`config.mk`:
```
export PLATFORM = sky130hd
export DESIGN_NAME = mem_arbiter
export DESIGN_NICKNAME = d
export VERILOG_FILES = /design/src/rtl/mem_arbiter.sv
export SDC_FILE = /design/constraint.sdc
export NUM_CORES = 1
export LEC_CHECK = 0
export CORE_MARGIN = 3
export CORE_UTILIZATION = 38
export DETAILED_ROUTE_END_ITERATION = 7
export GPL_TIMING_DRIVEN = 0
export HOLD_SLACK_MARGIN = 0.1
export PLACE_DENSITY = 0.77
export SYNTH_ARGS = -nofsm -noshare
export SYNTH_HDL_FRONTEND = slang
export SYNTH_SLANG_ARGS = --single-unit
```
`constraint.sdc`:
```
create_clock -name clk -period 1.6 [get_ports clk]
set_input_delay 0.48 -clock clk [delete_from_list [all_inputs] [get_ports clk]]
set_output_delay 0.48 -clock clk [all_outputs]
set_load 0.01 [all_outputs]
```
`src/rtl/mem_arbiter.sv`:
```
// Two-master arbiter in front of a shared single-port memory.
// A data-stage master and an instruction-fetch master compete for the memory.
// Data has priority, but fetch is granted once data has taken STARVE_LIMIT
// consecutive grants while a fetch was waiting.
module mem_arbiter #(
    parameter int unsigned AW           = 32,
    parameter int unsigned DW           = 32,
    parameter int unsigned STARVE_LIMIT = 4
) (
    input  logic          clk,
    input  logic          reset,
    // instruction-fetch master
    input  logic          i_req,
    input  logic [AW-1:0] i_addr,
    output logic [DW-1:0] i_rdata,
    output logic          i_ready,
    // data-stage master
    input  logic          d_req,
    input  logic          d_we,
    input  logic [AW-1:0] d_addr,
    input  logic [DW-1:0] d_wdata,
    output logic [DW-1:0] d_rdata,
    output logic          d_ready,
    // shared memory port
    output logic          m_req,
    output logic          m_we,
    output logic [AW-1:0] m_addr,
    output logic [DW-1:0] m_wdata,
    input  logic [DW-1:0] m_rdata,
    input  logic          m_ack
);

    localparam int unsigned CW = $clog2(STARVE_LIMIT + 1);

    typedef enum logic [1:0] {
        IDLE  = 2'd0,
        IBUSY = 2'd1,
        DBUSY = 2'd2
    } state_t;

    state_t        state;
    logic [CW-1:0] starveCnt;

    logic fetchElig;
    logic dataElig;
    logic grantData;
    logic grantFetch;

    // A master whose ready pulse is showing is still holding its old request.
    assign fetchElig  = i_req & ~i_ready;
    assign dataElig   = d_req & ~d_ready;
    assign grantData  = dataElig & (~fetchElig | (starveCnt < CW'(STARVE_LIMIT)));
    assign grantFetch = fetchElig & ~grantData;

    // Arbitration FSM with registered memory-side and master-side outputs.
    always_ff @(posedge clk or negedge reset) begin
        if (!reset) begin
            state     <= IDLE;
            starveCnt <= '0;
            m_req     <= 1'b0;
            m_we      <= 1'b0;
            m_addr    <= '0;
            m_wdata   <= '0;
            i_ready   <= 1'b0;
            d_ready   <= 1'b0;
            i_rdata   <= '0;
            d_rdata   <= '0;
        end else begin
            i_ready <= 1'b0;
            d_ready <= 1'b0;
            case (state)
                IDLE: begin
                    if (grantData) begin
                        state   <= DBUSY;
                        m_req   <= 1'b1;
                        m_we    <= d_we;
                        m_addr  <= d_addr;
                        m_wdata <= d_wdata;
                        if (!fetchElig) begin
                            starveCnt <= '0;
                        end else if (starveCnt != CW'(STARVE_LIMIT)) begin
                            starveCnt <= starveCnt + CW'(1);
                        end
                    end else if (grantFetch) begin
                        state     <= IBUSY;
                        m_req     <= 1'b1;
                        m_we      <= 1'b0;
                        m_addr    <= i_addr;
                        m_wdata   <= '0;
                        starveCnt <= '0;
                    end
                end
                IBUSY: begin
                    if (m_ack) begin
                        state   <= IDLE;
                        m_req   <= 1'b0;
                        i_rdata <= m_rdata;
                        i_ready <= 1'b1;
                    end
                end
                DBUSY: begin
                    if (m_ack) begin
                        state   <= IDLE;
                        m_req   <= 1'b0;
                        d_ready <= 1'b1;
                        if (!m_we) begin
                            d_rdata <= m_rdata;
                        end
                    end
                end
                default: begin
                    state <= IDLE;
                    m_req <= 1'b0;
                end
            endcase
        end
    end

endmodule

```
==> metrics.yaml, run 1 <==
status:
  outcome: "finished with violations"
  violations: "setup timing"
worst_setup_path:
  rr_endpoint: "m_wdata[30]"
  arrival_ns: 1.98
  crit_path_end_kind: "flop"
  r2r_start: "d_ready"
  r2r_slack_ns: -0.04
  reg2reg_depth: 6
  criticalPathCategory: "reg2reg"
  worstSetupStartpointType: "flop"
  crit_required_ns: 1.95
  critical_path.max_fanout: 10
synth:
  ys_warn_count: 0
  synth.top_cell.area_share: 0.5693
  synth_area_sq_um: 6022
  syn_inst: 474
  avgSynthCellArea_sq_um: 12.70
  ys_types: 31
  synth_area_leaders: "dfrtp_1, mux2_2, a22o_1"
  synth-seq-area-share: 0.5693
  yosys_register_bits: 137
  synth_nets: 613
  yosysTopAreaCell: "dfrtp_1"
drt:
  vias: 5251
  first_pass_iters: 4
  wl_per_cell_microns: 19.50
  drtIter0Drc: 213
  drcViolationCount: 0
  drt_wl_total_microns: 19730
  routed_via_density: 5.189
  ant_nets: 0
clock_network:
  cts.htree.levels: 4
  root_buffer: "clkbuf_16"
  clock_path_buffers: 2
  path_clk_slew_ns: 0.06
  cts_buffers: 17
  cts_tree: "built"
  cts_sinks: 137
  insertion_delay_ns: 0.42
cells_and_area:
  nNetsFinal: 927
  stdcell_area_sq_um: 10280
  final_layout_size_suffix_gt1_frac: 0.2709
  seq_area_sq_um: 3430
  diodes: 0
  multiInputGateArea_sq_um: 2546
  n_fill_cell: 1144
  syn2layout_area_growth_pct: 70.72
worst_hold_path:
  hold_class: "reg2reg"
  holdPathStages: 1
  holdCritStartpoint: "m_req"
  worstHoldEndpoint: "m_req"
floorplan:
  ios: 266
  fp.dieH_microns: 131.9
  core_area_sq_um: 15370
  rows: 45
  die_w_microns: 131.9
  initial_core_util: 0.3918
  die-area_sq_um: 17390
grt:
  track_usage: 0.2209
  grt_pass1_vias: 5570
  grt_max_degree: 78
  grt_pass1_wl_microns: 30530
  antenna_found_initial: 0
  grt_overflow: 0
timing:
  grt_setup_unrepaired: "true"
  drv_slew: 0
  relSlewSlack: 0.6296
  whs_ns: 0.4966
  post-route-period-util: 1.023
  fin_ws_ns: -0.03681
  period_minus_slack_ns: 1.637
  tightest_slew_ns: 0.5555
  setup_viol: 19
  hold_viol: 0
  fmax_ghz: 0.6109
  clock_skew_ns: 0.004900
placement:
  portBuffers: 265
  place_hpwl_microns: 13920
  gp_congestion: 0.8591
  dpl_cell_area_sq_um: 8967
flow_run:
  cap_violations: 0
power_and_ir_drop:
  p_per_area_nw_per_um2: 1815
  ir_worst_vdd_uv: 1179
  p_leak_nw: 4.738
==> state kept, by name (all words and copies together), names as in the netlist <==
register,flops
d_rdata,32
d_ready,1
i_rdata,32
i_ready,1
m_addr,32
m_req,1
m_wdata,32
m_we,1
starveCnt,3
state,2
==> layout make-up <==
cell class / count / area share
flip-flops and latches: 137 / 0.3336
repair buffers: 301 / 0.2878
multi-input cells: 255 / 0.2477
clock buffers: 19 / 0.04308
plain buffers: 38 / 0.03176
well taps: 211 / 0.02568
clock inverters: 13 / 0.01631
inverters: 38 / 0.01412
==> cell usage after synthesis <==
master      n
nor3_4      1
nor3b_1     1
mux2_2     64
nor4_1      3
nand2_1     2
a22o_1     34
ha_1        5
buf_2      17
inv_1      37
a22oi_1    32
o21ai_2     1
nand3b_1    1
and2_1      1
a211o_1     1
o21ai_0    30
mux2_1      1
nor2b_1     2
a221oi_1   32
a32o_1      2
buf_6       4
o22a_1      1
and3b_1    33
nand2b_4    1
nand2b_1    2
o21ai_1     2
a31o_2      1
and2b_4     1
clkbuf_1   23
a21oi_1     1
inv_2       1
dfrtp_1   137
==> through the flow <==
stage | setup WS (ns) | setup TNS, ns | total power [W] | cells | utilization
3_5_place_dp | -0.6803 | -76.26 | 0.01449 | 951 | 0.5834
2_1_floorplan | -0.03826 | -1.120 | 0.009804 | 474 | -
4_1_cts | -0.03746 | -0.4537 | 0.01801 | 1000 | 0.6407
3_3_place_gp | -5.098 | -769.93 | 0.01420 | 950 | 0.5815
5_1_grt | -0.1078 | -4.293 | 0.01973 | 1012 | 0.6689
6_report | -0.03681 | -0.3017 | 0.01866 | 1012 | 0.6689
==> report_power, final <==
group          switching [W]  internal [W]  total [W]
Clock                0.00154       0.00251    0.00406
Combinational        0.00390       0.00463    0.00853
Sequential          0.000943       0.00513    0.00607
Total                0.00639        0.0123     0.0187
==> critical path: stages (launching register included) <==
cell      delay [ns]
dfrtp_2         0.44
buf_6           0.15
nand2b_4        0.18
nor3_4          0.32
buf_4           0.18
buf_6           0.13
a22o_1          0.16
==> layer usage <==
layer  share of wire  vias up  GRT usage
li1                -     2389          -
met1            0.39     2594     0.2585
met2            0.51      238     0.3780
met3           0.085       30    0.08282
met4           0.019        0    0.06826
met5               0        -          0
==> logic make-up (layout without fill, tap and decap cells) <==
logic type	Yosys count	in the layout	synth area share
buffers and inverters	82	409	0.05963
flip-flops	137	137	0.5693
AO/OA/AOI/OAI	137	137	0.1725
AND/OR/NAND/NOR	48	48	0.06670
multiplexers	65	65	0.1215
adder cells (fa/ha/maj)	5	5	0.01039
==> worst max path at each step <==
| stage | startpoint | end | slack (ns) | depth (start not counted) |
|---|---|---|---|---|
| CTS | state[0] | d_rdata[4] | -0.04 | 7 |
| global route | state[0] | d_rdata[29] | -0.11 | 7 |
| finish | d_ready | m_wdata[30] | -0.04 | 6 |
| floorplan | state[0] | d_rdata[10] | -0.04 | 7 |
| detailed placement | m_ack | d_rdata[18] | -0.68 | 6 |
| global placement | reset | m_addr[14] | -5.10 | 1 |
==> repair_timing <==
item / 4_1_cts / 5_1_grt
setup buffers: 16 / 16
hold buffers: 1 / 0
cloned: 2 / 2
endpoints found under the hold margin: 60 / 0
gates resized for setup: 218 / 145
pin swaps: 6 / 27
setup endpoints to repair: 262 / 160
==> cell usage in the layout (no fill, tap or decap), drive strengths merged, types with 2 or more instances in the layout <==
cell           count
a22oi             32
clkdlybuf4s50    130
clkdlybuf4s15     78
inv               42
dlygate4sd2       51
o21ai             33
clkinvlp           2
clkinv             4
a22o              34
a221oi            32
buf               59
nor2b              2
nand2b             3
mux2              65
clkbuf            38
ha                 5
nor4               3
a32o               2
nand2              2
and3b             33
dfrtp            137
bufinv             3
(Power assumes the default switching activity.)
==> run 2: changes to the inputs <==
--- a/config.mk
+++ b/config.mk
@@ -5,12 +5,14 @@
 export SDC_FILE = /design/constraint.sdc
 export NUM_CORES = 1
 export LEC_CHECK = 0
+export CELL_PAD_IN_SITES_DETAIL_PLACEMENT = 1
+export CELL_PAD_IN_SITES_GLOBAL_PLACEMENT = 2
 export CORE_MARGIN = 3
-export CORE_UTILIZATION = 38
+export CORE_UTILIZATION = 23
 export DETAILED_ROUTE_END_ITERATION = 7
 export GPL_TIMING_DRIVEN = 0
 export HOLD_SLACK_MARGIN = 0.1
-export PLACE_DENSITY = 0.77
+export PLACE_DENSITY_LB_ADDON = 0.1
 export SYNTH_ARGS = -nofsm -noshare
 export SYNTH_HDL_FRONTEND = slang
 export SYNTH_SLANG_ARGS = --single-unit
==> metrics.yaml, run 2 (same netlist as run 1, synthesis figures left out) <==
power_and_ir_drop:
  p_sw_w: 0.006702  # was 0.006392 W
  ir_worst_vdd_uv: 631.5  # was 1179 uV
  clkPwrFrac: 0.216  # was 0.217
  power_frac_comb: 0.465  # was 0.457
  p_seq_frac: 0.320  # was 0.325
  p_per_area_nw_per_um2: 1810  # was 1815 nW/um^2
  p_int_w: 0.01227  # about the same
  p_leak_nw: 4.758  # was 4.738 nW
  p_total_w: 0.01897  # was 0.01866 W
  sw_frac_of_total: 0.3533  # was 0.3425
clock_network:
  clock_path_buffers: 2  # unchanged
  cts_tree: "built"  # unchanged
  insertion_delay_ns: 0.42  # about the same
  cts_sinks: 137  # unchanged
  cts.htree.levels: 4  # unchanged
  path_clk_slew_ns: 0.06  # about the same
  root_buffer: "clkbuf_16"  # unchanged
  cts_buffers: 17  # unchanged
worst_setup_path:
  reg2reg_depth: 7  # was 6
  worstSetupStartpointType: "flop"  # unchanged
  critical_path.max_fanout: 2  # was 10
  arrival_ns: 1.12  # was 1.98 ns
  crit_path_end_kind: "primary output"  # was flop
  crit_required_ns: 1.12  # was 1.95 ns
  criticalPathCategory: "reg2out"  # was reg2reg
status:
  outcome: "finished clean"  # was finished with violations
timing:
  tightest_slew_ns: 0.5105  # was 0.5555 ns
  clock_skew_ns: 0.01449  # was 0.004900 ns
  period_minus_slack_ns: 1.596  # was 1.637 ns
  post-route-period-util: 0.9974  # was 1.023
  fmax_ghz: 0.6267  # was 0.6109 GHz
  grt_setup_unrepaired: "true"  # unchanged
  relSlewSlack: 0.6596  # was 0.6296
  fin_ws_ns: 0.004236  # was -0.03681 ns
  drv_slew: 0  # unchanged
  hold_viol: 0  # unchanged
  setup_viol: 0  # was 19
placement:
  portBuffers: 265  # unchanged
  dpl_cell_area_sq_um: 9116  # was 8967 sq um
  post-place-ws_ns: -0.7026  # was -0.6803 ns
  gp_congestion: 0.7452  # was 0.8591
  place_hpwl_microns: 15600  # was 13920 microns
cells_and_area:
  seq_area_sq_um: 3432  # was 3430 sq um
  final_layout_size_suffix_gt1_frac: 0.2832  # was 0.2709
  multiInputGateArea_sq_um: 2609  # was 2546 sq um
  final_cell_mix: "dfrtp_1, clkdlybuf4s50_1, clkdlybuf4s15_1"  # unchanged
  n_fill_cell: 2660  # was 1144
  syn2layout_area_growth_pct: 74.07  # was 70.72%
  stdcell_area_sq_um: 10480  # was 10280 sq um
  final_common_cell: "dfrtp_1"  # unchanged
  nNetsFinal: 924  # was 927
  postLayoutCoreUtil: 0.4115  # was 0.6689
drt:
  drt_wl_total_microns: 22170  # was 19730 microns
  drtIter0Drc: 245  # was 213
  ant_nets: 0  # unchanged
  drcViolationCount: 0  # unchanged
  first_pass_iters: 4  # unchanged
  vias: 5179  # was 5251
  wl_per_cell_microns: 19.63  # was 19.50 microns
  routed_via_density: 4.587  # was 5.189
worst_hold_path:
  holdPathStages: 1  # unchanged
  hold_class: "reg2reg"  # unchanged
grt:
  track_usage: 0.1542  # was 0.2209
  grt_pass1_vias: 5873  # was 5570
  grt_pass1_wl_microns: 34200  # was 30530 microns
  grt_overflow: 0  # unchanged
  antenna_found_initial: 1  # was 0
  grt_max_degree: 93  # was 78
flow_run:
  cap_violations: 0  # unchanged
floorplan:
  die-area_sq_um: 28160  # was 17390 sq um
  fp.dieH_microns: 167.8  # was 131.9 microns
  ios: 266  # unchanged
  die_w_microns: 167.8  # was 131.9 microns
  initial_core_util: 0.2364  # was 0.3918
  core_area_sq_um: 25470  # was 15370 sq um
  rows: 58  # was 45
==> run 2: cell count changes in the layout (fill, tap and decap cells not counted), sizes merged <==
cell | before | now
buf | 59 | 54
inv | 42 | 49
dlygate4sd2 | 51 | 18
clkinv | 4 | 1
clkinvlp | 2 | 1
diode | 0 | 1
clkbuf | 38 | 43
clkdlybuf4s15 | 78 | 107
bufinv | 3 | 1
==> run 2: final timing paths <==
path | startpoint | end | slack (ns)
setup / recovery | d_ready | d_ready | 0.004
hold / removal | m_req | m_req | 0.50
setup reg to reg | state[0] | d_rdata[4] | 0.01
hold reg to reg | m_req | m_req | 0.50
max in group asynchronous | reset | d_ready | 0.31
min in group asynchronous | reset | m_addr[16] | 0.57
==> run 2: routing by layer <==
metal	share of wire	vias up	global-route usage
li1	-	2384	-
met1	0.43	2603	0.1957
met2	0.47	169	0.2489
met3	0.075	23	0.05377
met4	0.018	0	0.04660
met5	0	-	0
==> run 2: final cells by class <==
cell class	instances	share of cell area
Clock inverter	14	0.01576
Tap cell	330	0.03939
Antenna cell	1	0.0002387
Timing Repair Buffer	297	0.2803
Sequential cell	137	0.3274
Buffer	39	0.03187
Multi-Input combinational cell	255	0.2489
Clock buffer	18	0.04190
Inverter	38	0.01432
==> run 2: per-stage QoR <==
stage	instances	TNS (ns)	hold WS (ns)
2_1_floorplan	474	-1.120	0.1844
3_3_place_gp	1069	-860.40	0.4798
3_5_place_dp	1070	-77.66	0.4465
4_1_cts	1122	-1.238	0.5046
5_1_grt	1129	-0.8001	0.5163
6_report	1129	0	0.4973
==> run 2: power groups by stage <==
stage | clock (W) | combinational, W | sequential, W
floorplan | 0 | 0.00307 | 0.00674
global placement | 0 | 0.00841 | 0.00605
detailed placement | 0 | 0.00854 | 0.00612
CTS | 0.00422 | 0.00860 | 0.00608
global route | 0.00439 | 0.00954 | 0.00629
finish | 0.00409 | 0.00881 | 0.00606
==> run 2: worst max-delay path, cell delays in order (launching register included) <==
cell	delay [ns]
dfrtp_2	0.41
buf_4	0.15
buf_2	0.14
==> run 2: what timing repair did <==
item	CTS	global route
hold endpoints to repair	45	0
buffers inserted	18	10
pin swaps	6	8
endpoints found under the setup margin	262	192
resized for setup	316	110
hold buffers	1	0
gates cloned	4	1
==> run 3: changes to the inputs <==
==> config.mk (replaced) <==
export PLATFORM = sky130hd
export DESIGN_NAME = mem_arbiter
export DESIGN_NICKNAME = d
export VERILOG_FILES = /design/src/rtl/mem_arbiter.sv
export SDC_FILE = /design/constraint.sdc
export NUM_CORES = 1
export LEC_CHECK = 0
export CORE_MARGIN = 3
export CORE_UTILIZATION = 38
export DETAILED_ROUTE_END_ITERATION = 7
export GPL_TIMING_DRIVEN = 0
export HOLD_SLACK_MARGIN = 0.1
export PLACE_DENSITY = 0.77
export SYNTH_ARGS = -nofsm -noshare
export SYNTH_HDL_FRONTEND = slang
export SYNTH_SLANG_ARGS = --single-unit
==> results of run 3 <==
Final layout, timing and power as in run 1 (identical DEF).
